`src/rtl/cnn_cell_scheduler.sv`:
```
// -----------------------------------------------------------------------------
// cnn_cell_scheduler
//
// Sequences Euler-style state updates for NCELLS CNN cells through one shared,
// combinational output-nonlinearity unit. For each cell the scheduler requests
// dX from a supplier (dx_req/dx_valid handshake). It then presents
// (dX, state) to the shared unit for one APPLY cycle and writes back
// state + dX. The unit's y result is emitted registered on y_valid/y_idx/y_data.
// A run performs num_iter full sweeps over all cells.
//
// Configuration macro:
//   CNN_SAT_ADD_EN  - defined: stored state saturates on overflow;
//                     undefined: stored state wraps modulo 2^WIDTH.
//
// Ports:
//   clk, rst_n                  clock, asynchronous active-low reset
//   start, num_iter             begin a run of num_iter sweeps (IDLE only)
//   load_valid/idx/x            initial state write (IDLE only)
//   dx_req, dx_idx              dX request for a cell (held until dx_valid)
//   dx_valid, dx_data           dX response from supplier
//   eq_dx, eq_init_x, eq_out    shared nonlinearity unit interface
//   y_valid, y_idx, y_data      per-cell output strobe
//   busy, done, iter_cnt        run status
// -----------------------------------------------------------------------------
module cnn_cell_scheduler #(
    parameter int WIDTH  = 9,
    parameter int NCELLS = 16,
    parameter int IDX_W  = 4,
    parameter int ITER_W = 8
) (
    input  logic              clk,
    input  logic              rst_n,
    input  logic              start,
    input  logic [ITER_W-1:0] num_iter,
    input  logic              load_valid,
    input  logic [IDX_W-1:0]  load_idx,
    input  logic [WIDTH-1:0]  load_x,
    output logic              dx_req,
    output logic [IDX_W-1:0]  dx_idx,
    input  logic              dx_valid,
    input  logic [WIDTH-1:0]  dx_data,
    output logic [WIDTH-1:0]  eq_dx,
    output logic [WIDTH-1:0]  eq_init_x,
    input  logic [WIDTH-1:0]  eq_out,
    output logic              y_valid,
    output logic [IDX_W-1:0]  y_idx,
    output logic [WIDTH-1:0]  y_data,
    output logic              busy,
    output logic              done,
    output logic [ITER_W-1:0] iter_cnt
);

    typedef enum logic [1:0] {
        S_IDLE  = 2'd0,
        S_REQ   = 2'd1,
        S_APPLY = 2'd2,
        S_DONE  = 2'd3
    } fsm_t;

    fsm_t              fsm_q, fsm_d;
    logic [IDX_W-1:0]  idx_q, idx_d;
    logic [ITER_W-1:0] iter_q, iter_d;
    logic [ITER_W-1:0] num_iter_q, num_iter_d;
    logic [WIDTH-1:0]  cell_x_q [NCELLS];
    logic [WIDTH-1:0]  cell_x_d [NCELLS];
    logic              dx_req_q, dx_req_d;
    logic [IDX_W-1:0]  dx_idx_q, dx_idx_d;
    logic [WIDTH-1:0]  eq_dx_q, eq_dx_d;
    logic [WIDTH-1:0]  eq_init_x_q, eq_init_x_d;
    logic              y_valid_q, y_valid_d;
    logic [IDX_W-1:0]  y_idx_q, y_idx_d;
    logic [WIDTH-1:0]  y_data_q, y_data_d;
    logic              busy_q, busy_d;
    logic              done_q, done_d;

    logic              last_cell_s;
    logic [ITER_W-1:0] iter_inc_s;
    logic [IDX_W-1:0]  idx_inc_s;

    // State write-back adder; only the stored state is affected by saturation,
    // the shared unit always sees the raw operands.
    function automatic logic [WIDTH-1:0] next_state(input logic [WIDTH-1:0] a,
                                                    input logic [WIDTH-1:0] b);
`ifdef CNN_SAT_ADD_EN
        logic [WIDTH:0] sum;
        sum = {a[WIDTH-1], a} + {b[WIDTH-1], b};
        if (sum[WIDTH] != sum[WIDTH-1]) begin
            next_state = sum[WIDTH] ? {1'b1, {(WIDTH-1){1'b0}}} : {1'b0, {(WIDTH-1){1'b1}}};
        end else begin
            next_state = sum[WIDTH-1:0];
        end
`else
        next_state = a + b;
`endif
    endfunction

    assign last_cell_s = (idx_q == IDX_W'(NCELLS - 1));
    assign iter_inc_s  = iter_q + ITER_W'(1);
    assign idx_inc_s   = idx_q + IDX_W'(1);

    // Next-state and output computation for the scheduler FSM.
    always_comb begin
        fsm_d       = fsm_q;
        idx_d       = idx_q;
        iter_d      = iter_q;
        num_iter_d  = num_iter_q;
        cell_x_d    = cell_x_q;
        dx_req_d    = 1'b0;
        dx_idx_d    = dx_idx_q;
        eq_dx_d     = eq_dx_q;
        eq_init_x_d = eq_init_x_q;
        y_valid_d   = 1'b0;
        y_idx_d     = y_idx_q;
        y_data_d    = y_data_q;
        busy_d      = busy_q;
        done_d      = 1'b0;
        case (fsm_q)
            S_IDLE: begin
                // A load in the same cycle as start still lands before the run.
                if (load_valid && (int'(load_idx) < NCELLS)) begin
                    cell_x_d[load_idx] = load_x;
                end else begin
                    cell_x_d = cell_x_q;
                end
                if (start) begin
                    iter_d     = '0;
                    idx_d      = '0;
                    num_iter_d = num_iter;
                    busy_d     = 1'b1;
                    dx_idx_d   = '0;
                    if (num_iter == '0) begin
                        fsm_d = S_DONE;
                    end else begin
                        fsm_d    = S_REQ;
                        dx_req_d = 1'b1;
                    end
                end else begin
                    fsm_d = S_IDLE;
                end
            end
            S_REQ: begin
                // eq_dx/eq_init_x double as the captured operands for APPLY.
                if (dx_valid) begin
                    eq_dx_d     = dx_data;
                    eq_init_x_d = cell_x_q[idx_q];
                    fsm_d       = S_APPLY;
                end else begin
                    dx_req_d = 1'b1;
                end
            end
            S_APPLY: begin
                cell_x_d[idx_q] = next_state(eq_dx_q, eq_init_x_q);
                y_valid_d       = 1'b1;
                y_idx_d         = idx_q;
                y_data_d        = eq_out;
                if (last_cell_s) begin
                    iter_d = iter_inc_s;
                    if (iter_inc_s == num_iter_q) begin
                        fsm_d = S_DONE;
                    end else begin
                        fsm_d    = S_REQ;
                        idx_d    = '0;
                        dx_req_d = 1'b1;
                        dx_idx_d = '0;
                    end
                end else begin
                    fsm_d    = S_REQ;
                    idx_d    = idx_inc_s;
                    dx_req_d = 1'b1;
                    dx_idx_d = idx_inc_s;
                end
            end
            S_DONE: begin
                done_d = 1'b1;
                busy_d = 1'b0;
                fsm_d  = S_IDLE;
            end
            default: begin
                fsm_d  = S_IDLE;
                busy_d = 1'b0;
            end
        endcase
    end

    // State and registered-output flops.
    always_ff @(posedge clk or negedge rst_n) begin
        if (!rst_n) begin
            fsm_q       <= S_IDLE;
            idx_q       <= '0;
            iter_q      <= '0;
            num_iter_q  <= '0;
            for (int i = 0; i < NCELLS; i++) begin
                cell_x_q[i] <= '0;
            end
            dx_req_q    <= 1'b0;
            dx_idx_q    <= '0;
            eq_dx_q     <= '0;
            eq_init_x_q <= '0;
            y_valid_q   <= 1'b0;
            y_idx_q     <= '0;
            y_data_q    <= '0;
            busy_q      <= 1'b0;
            done_q      <= 1'b0;
        end else begin
            fsm_q       <= fsm_d;
            idx_q       <= idx_d;
            iter_q      <= iter_d;
            num_iter_q  <= num_iter_d;
            cell_x_q    <= cell_x_d;
            dx_req_q    <= dx_req_d;
            dx_idx_q    <= dx_idx_d;
            eq_dx_q     <= eq_dx_d;
            eq_init_x_q <= eq_init_x_d;
            y_valid_q   <= y_valid_d;
            y_idx_q     <= y_idx_d;
            y_data_q    <= y_data_d;
            busy_q      <= busy_d;
            done_q      <= done_d;
        end
    end

    assign dx_req    = dx_req_q;
    assign dx_idx    = dx_idx_q;
    assign eq_dx     = eq_dx_q;
    assign eq_init_x = eq_init_x_q;
    assign y_valid   = y_valid_q;
    assign y_idx     = y_idx_q;
    assign y_data    = y_data_q;
    assign busy      = busy_q;
    assign done      = done_q;
    assign iter_cnt  = iter_q;

endmodule
```
`config.mk`:
```
export PLATFORM = sky130hd
export DESIGN_NAME = cnn_cell_scheduler
export DESIGN_NICKNAME = d
export VERILOG_FILES = /design/src/rtl/cnn_cell_scheduler.sv
export SDC_FILE = /design/constraint.sdc
export NUM_CORES = 1
export LEC_CHECK = 0
export ABC_AREA = 1
export BUFFER_PORTS_ARGS = -buffer_cell sky130_fd_sc_hd__buf_2
export CAP_MARGIN = 20
export CORE_ASPECT_RATIO = 1.2
export CORE_MARGIN = 3
export CORE_UTILIZATION = 45
export CTS_BUF_LIST = sky130_fd_sc_hd__clkbuf_4 sky130_fd_sc_hd__clkbuf_8 sky130_fd_sc_hd__clkbuf_16
export CTS_CLUSTER_DIAMETER = 30
export CTS_CLUSTER_SIZE = 10
export DETAILED_ROUTE_END_ITERATION = 12
export GPL_TIMING_DRIVEN = 0
export PLACE_DENSITY = 0.71
export SYNTH_ARGS = -nofsm -noshare
export SYNTH_HDL_FRONTEND = slang
export SYNTH_SLANG_ARGS = --single-unit
```
`constraint.sdc`:
```
create_clock -name clk -period 3.1 [get_ports clk]
set_input_delay 0.31 -clock clk [delete_from_list [all_inputs] [get_ports clk]]
set_output_delay 0.31 -clock clk [all_outputs]
set_load 0.02 [all_outputs]
```
; ---- Word level (Yosys, flattened, before mapping)
; Index checks and enable logic that the tools add are counted.
[classes]
n_addsub = 3
order_cmp = 4
n_eq_ne = 10
n_mux = 34
bitwise_logic = 2
n_reduce_logical = 12
[op_table]
columns = op, n
row1 = $bwmux 144, 2
row2 = $pmux 144 s2, 1
row3 = $mux 144, 1
row4 = $demux 9 s4, 2
row5 = $bmux 9 s4, 1
row6 = $mux 9, 4
row7 = $mux 8, 2
row8 = $pmux 8 s2, 1
row9 = $mux 4, 3
row10 = $ge 5x5->1 const B, 2
row11 = $lt 5x1->1 const B, 2
row12 = $mux 2, 5
row13 = $not 4->5, 2
row14 = $add 9x9->9, 1
row15 = $add 8x1->8 const B, 1
row16 = $eq 8x8->1, 1
row17 = $logic_not 8->1, 1
row18 = $mux 1, 8
row19 = $ne 2x2->1 const B, 4
row20 = $pmux 2 s4, 1
row21 = $pmux 4 s2, 1
row22 = $reduce_and 2->1, 4
row23 = $reduce_and 3->1, 2
row24 = $add 4x1->4 const B, 1
row25 = other kinds (9), 12
[totals]
regBits = 201
inputBits = 44
output_inout_bits = 47

; ---- Longest topological paths before layout
[logic_depth]
ltp_word = 8
ltp_mapped = 13
depth_no_buf = 12

; ---- Least setup slack after synthesis
; OpenSTA, ideal clock, no wires.
[synth_timing]
kind = register to register
start = register, netlist name dx_idx[0]
end = register cell_x_q[14] in the netlist's numbering
setup_time_ns = 0.122
arrival_time_ns = 2.174
t_required_ns = 2.978
path_slack_ns = 0.804
path_stages_with_launch = 13
n_path_buf = 3
path_cell_list = dfrtp_1 -> inv_1 -> buf_2 -> buf_1 -> ha_1 -> inv_1 -> nor2_1 -> inv_1 -> nor2_2 -> o22ai_2 -> buf_6 -> a21oi_1 -> a21oi_1
[synth_rtl]
columns = item, line_no
row1 = end signal: assignment, 209  ; cell_x_q <= cell_x_d;
row2 = end: declaration, 64  ; logic [WIDTH-1:0] cell_x_q [NCELLS];

; ---- Final worst setup path
[layout_timing]
start = register eq_dx_q[0] (netlist: eq_dx[0])
end = register cell_x_q[119] in the netlist's numbering
[layout_via]
elab_chain_len = 3
[layout_rtl]
columns = item, line_no
row1 = start: declaration, 68  ; logic [WIDTH-1:0] eq_dx_q, eq_dx_d;
row2 = start signal: assignment, 212  ; eq_dx_q <= eq_dx_d;
row3 = $add 9x9->9, 93  ; next_state = a + b;
row4 = $bwmux 144, 152  ; cell_x_d[idx_q] = next_state(eq_dx_q, eq_init_x_q);
row5 = $pmux 144 s2, 117  ; case (fsm_q)
; Every way passes these cells.
; A chain may end at the register's enable or synchronous reset.

==> summary.txt <==
GRT
  – First-pass GRT wire length: 69800 µm
  – Initial antenna violation count: 0
  – Overflow after GRT: 0
  – Vias in the first global route: 11900
  – Largest net degree at the start of global routing: 83
  – GRT Resource Usage Total: 33.6%

Setup path
  – Setup crit start kind: register
  – Crit-path max FO: 10
  – Worst Path Arrival: 3.45 ns
  – RR Startpoint: eq_dx[0]$_DFFE_PN0P_
  – Worst Setup SP: eq_dx[0]$_DFFE_PN0P_
  – Critical path endpoint category: register
  – Critical Path RT: 3.52 ns
  – WS Path Type: reg2reg

Place
  – Pre-CTS WS: -0.0994 ns
  – DP HPWL: 32700 µm
  – Placed Cells: 1926
  – GP Congestion: 1.07
  – Port buffer count: 90

Drt
  – DRT Pass-1 Iters: 6
  – DR WL/cell: 23.0 µm
  – Via count: 12300
  – Detailed Route WL: 46700 µm
  – Number of routed nets with antenna violations: 0
  – DRC violations left: 0
  – Initial DRC Count: 1582
  – Mean number of vias per cell: 6.05

Synth
  – Post-synth ARST share: 100%
  – Top_reg_cell synth: dfrtp_1
  – Synth Instances: 1509
  – Ys Warns: 0
  – Synth top cells by count: 330 x nand2_1, 201 x dfrtp_1, 172 x a21oi_1
  – Top-count cell post-synth: nand2_1
  – Post-synth top area share: 43.9%
  – Largest area contributor in the netlist: dfrtp_1
  – Area of the mapped netlist: 0.0115 mm²
  – Syn_nets: 1567
  – Synth cell types: 54
  – Post-synthesis sequential area ratio: 43.9%
  – Syn avg cell area: 7.60 µm²
  – Number of synthesized flops with an enable pin: 0
  – #FFs+latches synth: 201
  – Top cells by area, synth: dfrtp_1 44%, nand2_1 11%, a21oi_1 7.5%

Min path
  – HP Start: num_iter[6]
  – Worst Hold Class: in2reg

Timing
  – Tightest Pin Transition: 0.993 ns
  – Fin crit period: 3.03 ns
  – Worst Setup Slack, final: 0.0680 ns
  – Min Hold Slack: 0.0153 ns
  – Final TNS setup: 0 ns
  – Max_slew headroom: 33.8%
  – FMAX: 330 MHz
  – Hold Vio Cnt, Final: 0
  – Final period util: 97.8%
  – Setup-failing EPs final: 0
  – Post-route clock skew: 0.0147 ns
  – RSZ-0062 raised after global routing: no
  – Slew Limit Fails: 0

Die
  – Num rows: 63
  – Initial Utilization: 46.0%
  – IO Pins: 91
  – Die Y: 181 µm
  – Die ar.: 0.0274 mm²
  – Core area: 0.0249 mm²
  – Die Wd: 152 µm

Clocking
  – Clk_lat worst skew: 0.54 ns
  – CTS tree: built
  – CTS Buf Count: 46
  – CTS max path bufs: 3
  – Postcts setup bufs: 0
  – H-tree Lvls: 2
  – Clock Root Buffer: clkbuf_16
  – Clock Sinks: 201
  – Clk pin slew, worst setup/hold paths: 0.05 ns

Final layout
  – Fillers: 2272
  – Inserted Diodes: 0
  – Area Overhead vs Synth: 26.2%
  – Final Non-Filler Cells: 2032
  – Layout Nets: 1728
  – Share of layout cells above drive strength 1: 17.4%

Power
  – PD cells: 1220 mW/mm²
  – Peak VDD IR: 0.678 mV
  – Total power: 17.7 mW
  – Leak: 6.76 nW

Run
  – Max cap viols: 0

Status
  – Status: finished clean
sequential cells by signal (all words and copies together), names as in the netlist:
signal and count:
cell_x_q 144, eq_dx 9, eq_init_x 9, y_data 9
iter_cnt 8, num_iter_q 8, dx_idx 4, y_idx 4
fsm_q 2, busy 1, done 1, dx_req 1
y_valid 1
final timing paths:
kind,end,slack [ns],cells past startpoint
max in group asynchronous,y_data[6]$_DFFE_PN0P_,1.68,4
worst min-delay path,num_iter_q[6]$_DFFE_PN0P_,0.02,3
min in group asynchronous,cell_x_q[83]$_DFFE_PN0P_,0.27,2
worst max-delay path,cell_x_q[119]$_DFFE_PN0P_,0.07,8
worst max register to register,cell_x_q[119]$_DFFE_PN0P_,0.07,8
worst min register to register,cell_x_q[38]$_DFFE_PN0P_,0.47,2
area by class of cell:
cell class | instances | area [µm²] | share of cell area [%]
timing repair buffer | 115 | 746 | 5.16
clock inverter | 27 | 517 | 3.57
sequential | 201 | 5030 | 34.8
multi-input combinational | 1098 | 5530 | 38.2
buffer | 73 | 387 | 2.67
inverter | 135 | 514 | 3.56
tap | 325 | 407 | 2.81
clock buffer | 58 | 1340 | 9.25
kinds of logic after synthesis:
kind of cell | synth area share (%)
compound gates | 21.3
xor+xnor | 0.382
fa+ha+maj | 1.59
buf+inv | 7.89
flops | 43.9
simple gates | 25.0
through the flow:
| step | area, µm² | util [%] |
|---|---|---|
| after floorplan | 11500 | - |
| after global placement | 12300 | 49.5 |
| after detailed placement | 12400 | 49.7 |
| after CTS | 14500 | 58.1 |
| after global routing | 14500 | 58.1 |
| final | 14500 | 58.1 |
what timing repair did:
| action | 4_1_cts | 5_1_grt |
|---|---|---|
| hold buffers | 23 | 0 |
| endpoints found under the setup margin | 15 | 16 |
| hold endpoints to repair | 73 | 0 |
| resized for setup | 0 | 1 |
routing by layer:
metal,track usage (%),share of wire (%),vias to the layer above
met5,0,0,-
met2,52.2,45,903
met1,42.1,36,5772
li1,-,-,5420
met3,6.72,11,207
met4,22.3,8.0,0
placed cells by master, fill, tap and decap left out, types with 6 or more instances in the layout:
cell           synthesis  final
nand2_1              330    330
dfrtp_1              201    201
a21oi_1              172    172
nor2_1               147    147
nand3_1              121    121
o21ai_0              118    118
buf_2                 23    112
inv_1                107    107
o22ai_1               54     54
clkbuf_16              0     49
clkbuf_1              34     33
inv_2                 24     24
dlygate4sd3_1          0     23
nor2_2                20     20
o211ai_1              14     14
bufinv_16              0     14
ha_1                  13     13
o21ai_1               10     10
a22oi_1                9      9
buf_6                  8      8
nand4_1                8      8
nor2_4                 7      7
a21oi_2                7      7
clkbuf_8               0      7
buf_4                  6      6
a31oi_1                6      6
clkinvlp_4             0      6
critical path, stage by stage (launching register included):
cell,delay (ns)
dfrtp_1,0.38
ha_1,0.18
inv_1,0.05
fa_1,0.40
xor2_1,0.68
clkbuf_1,0.75
o22ai_1,0.26
nand2_1,0.13
o21ai_1,0.07
where the power goes:
group	internal, mW	switching, mW
combinational	1.96	5.40
clock	4.21	1.62
sequential	3.74	0.729
total	9.90	7.75
Note: power is estimated with default switching activity, not from simulation.
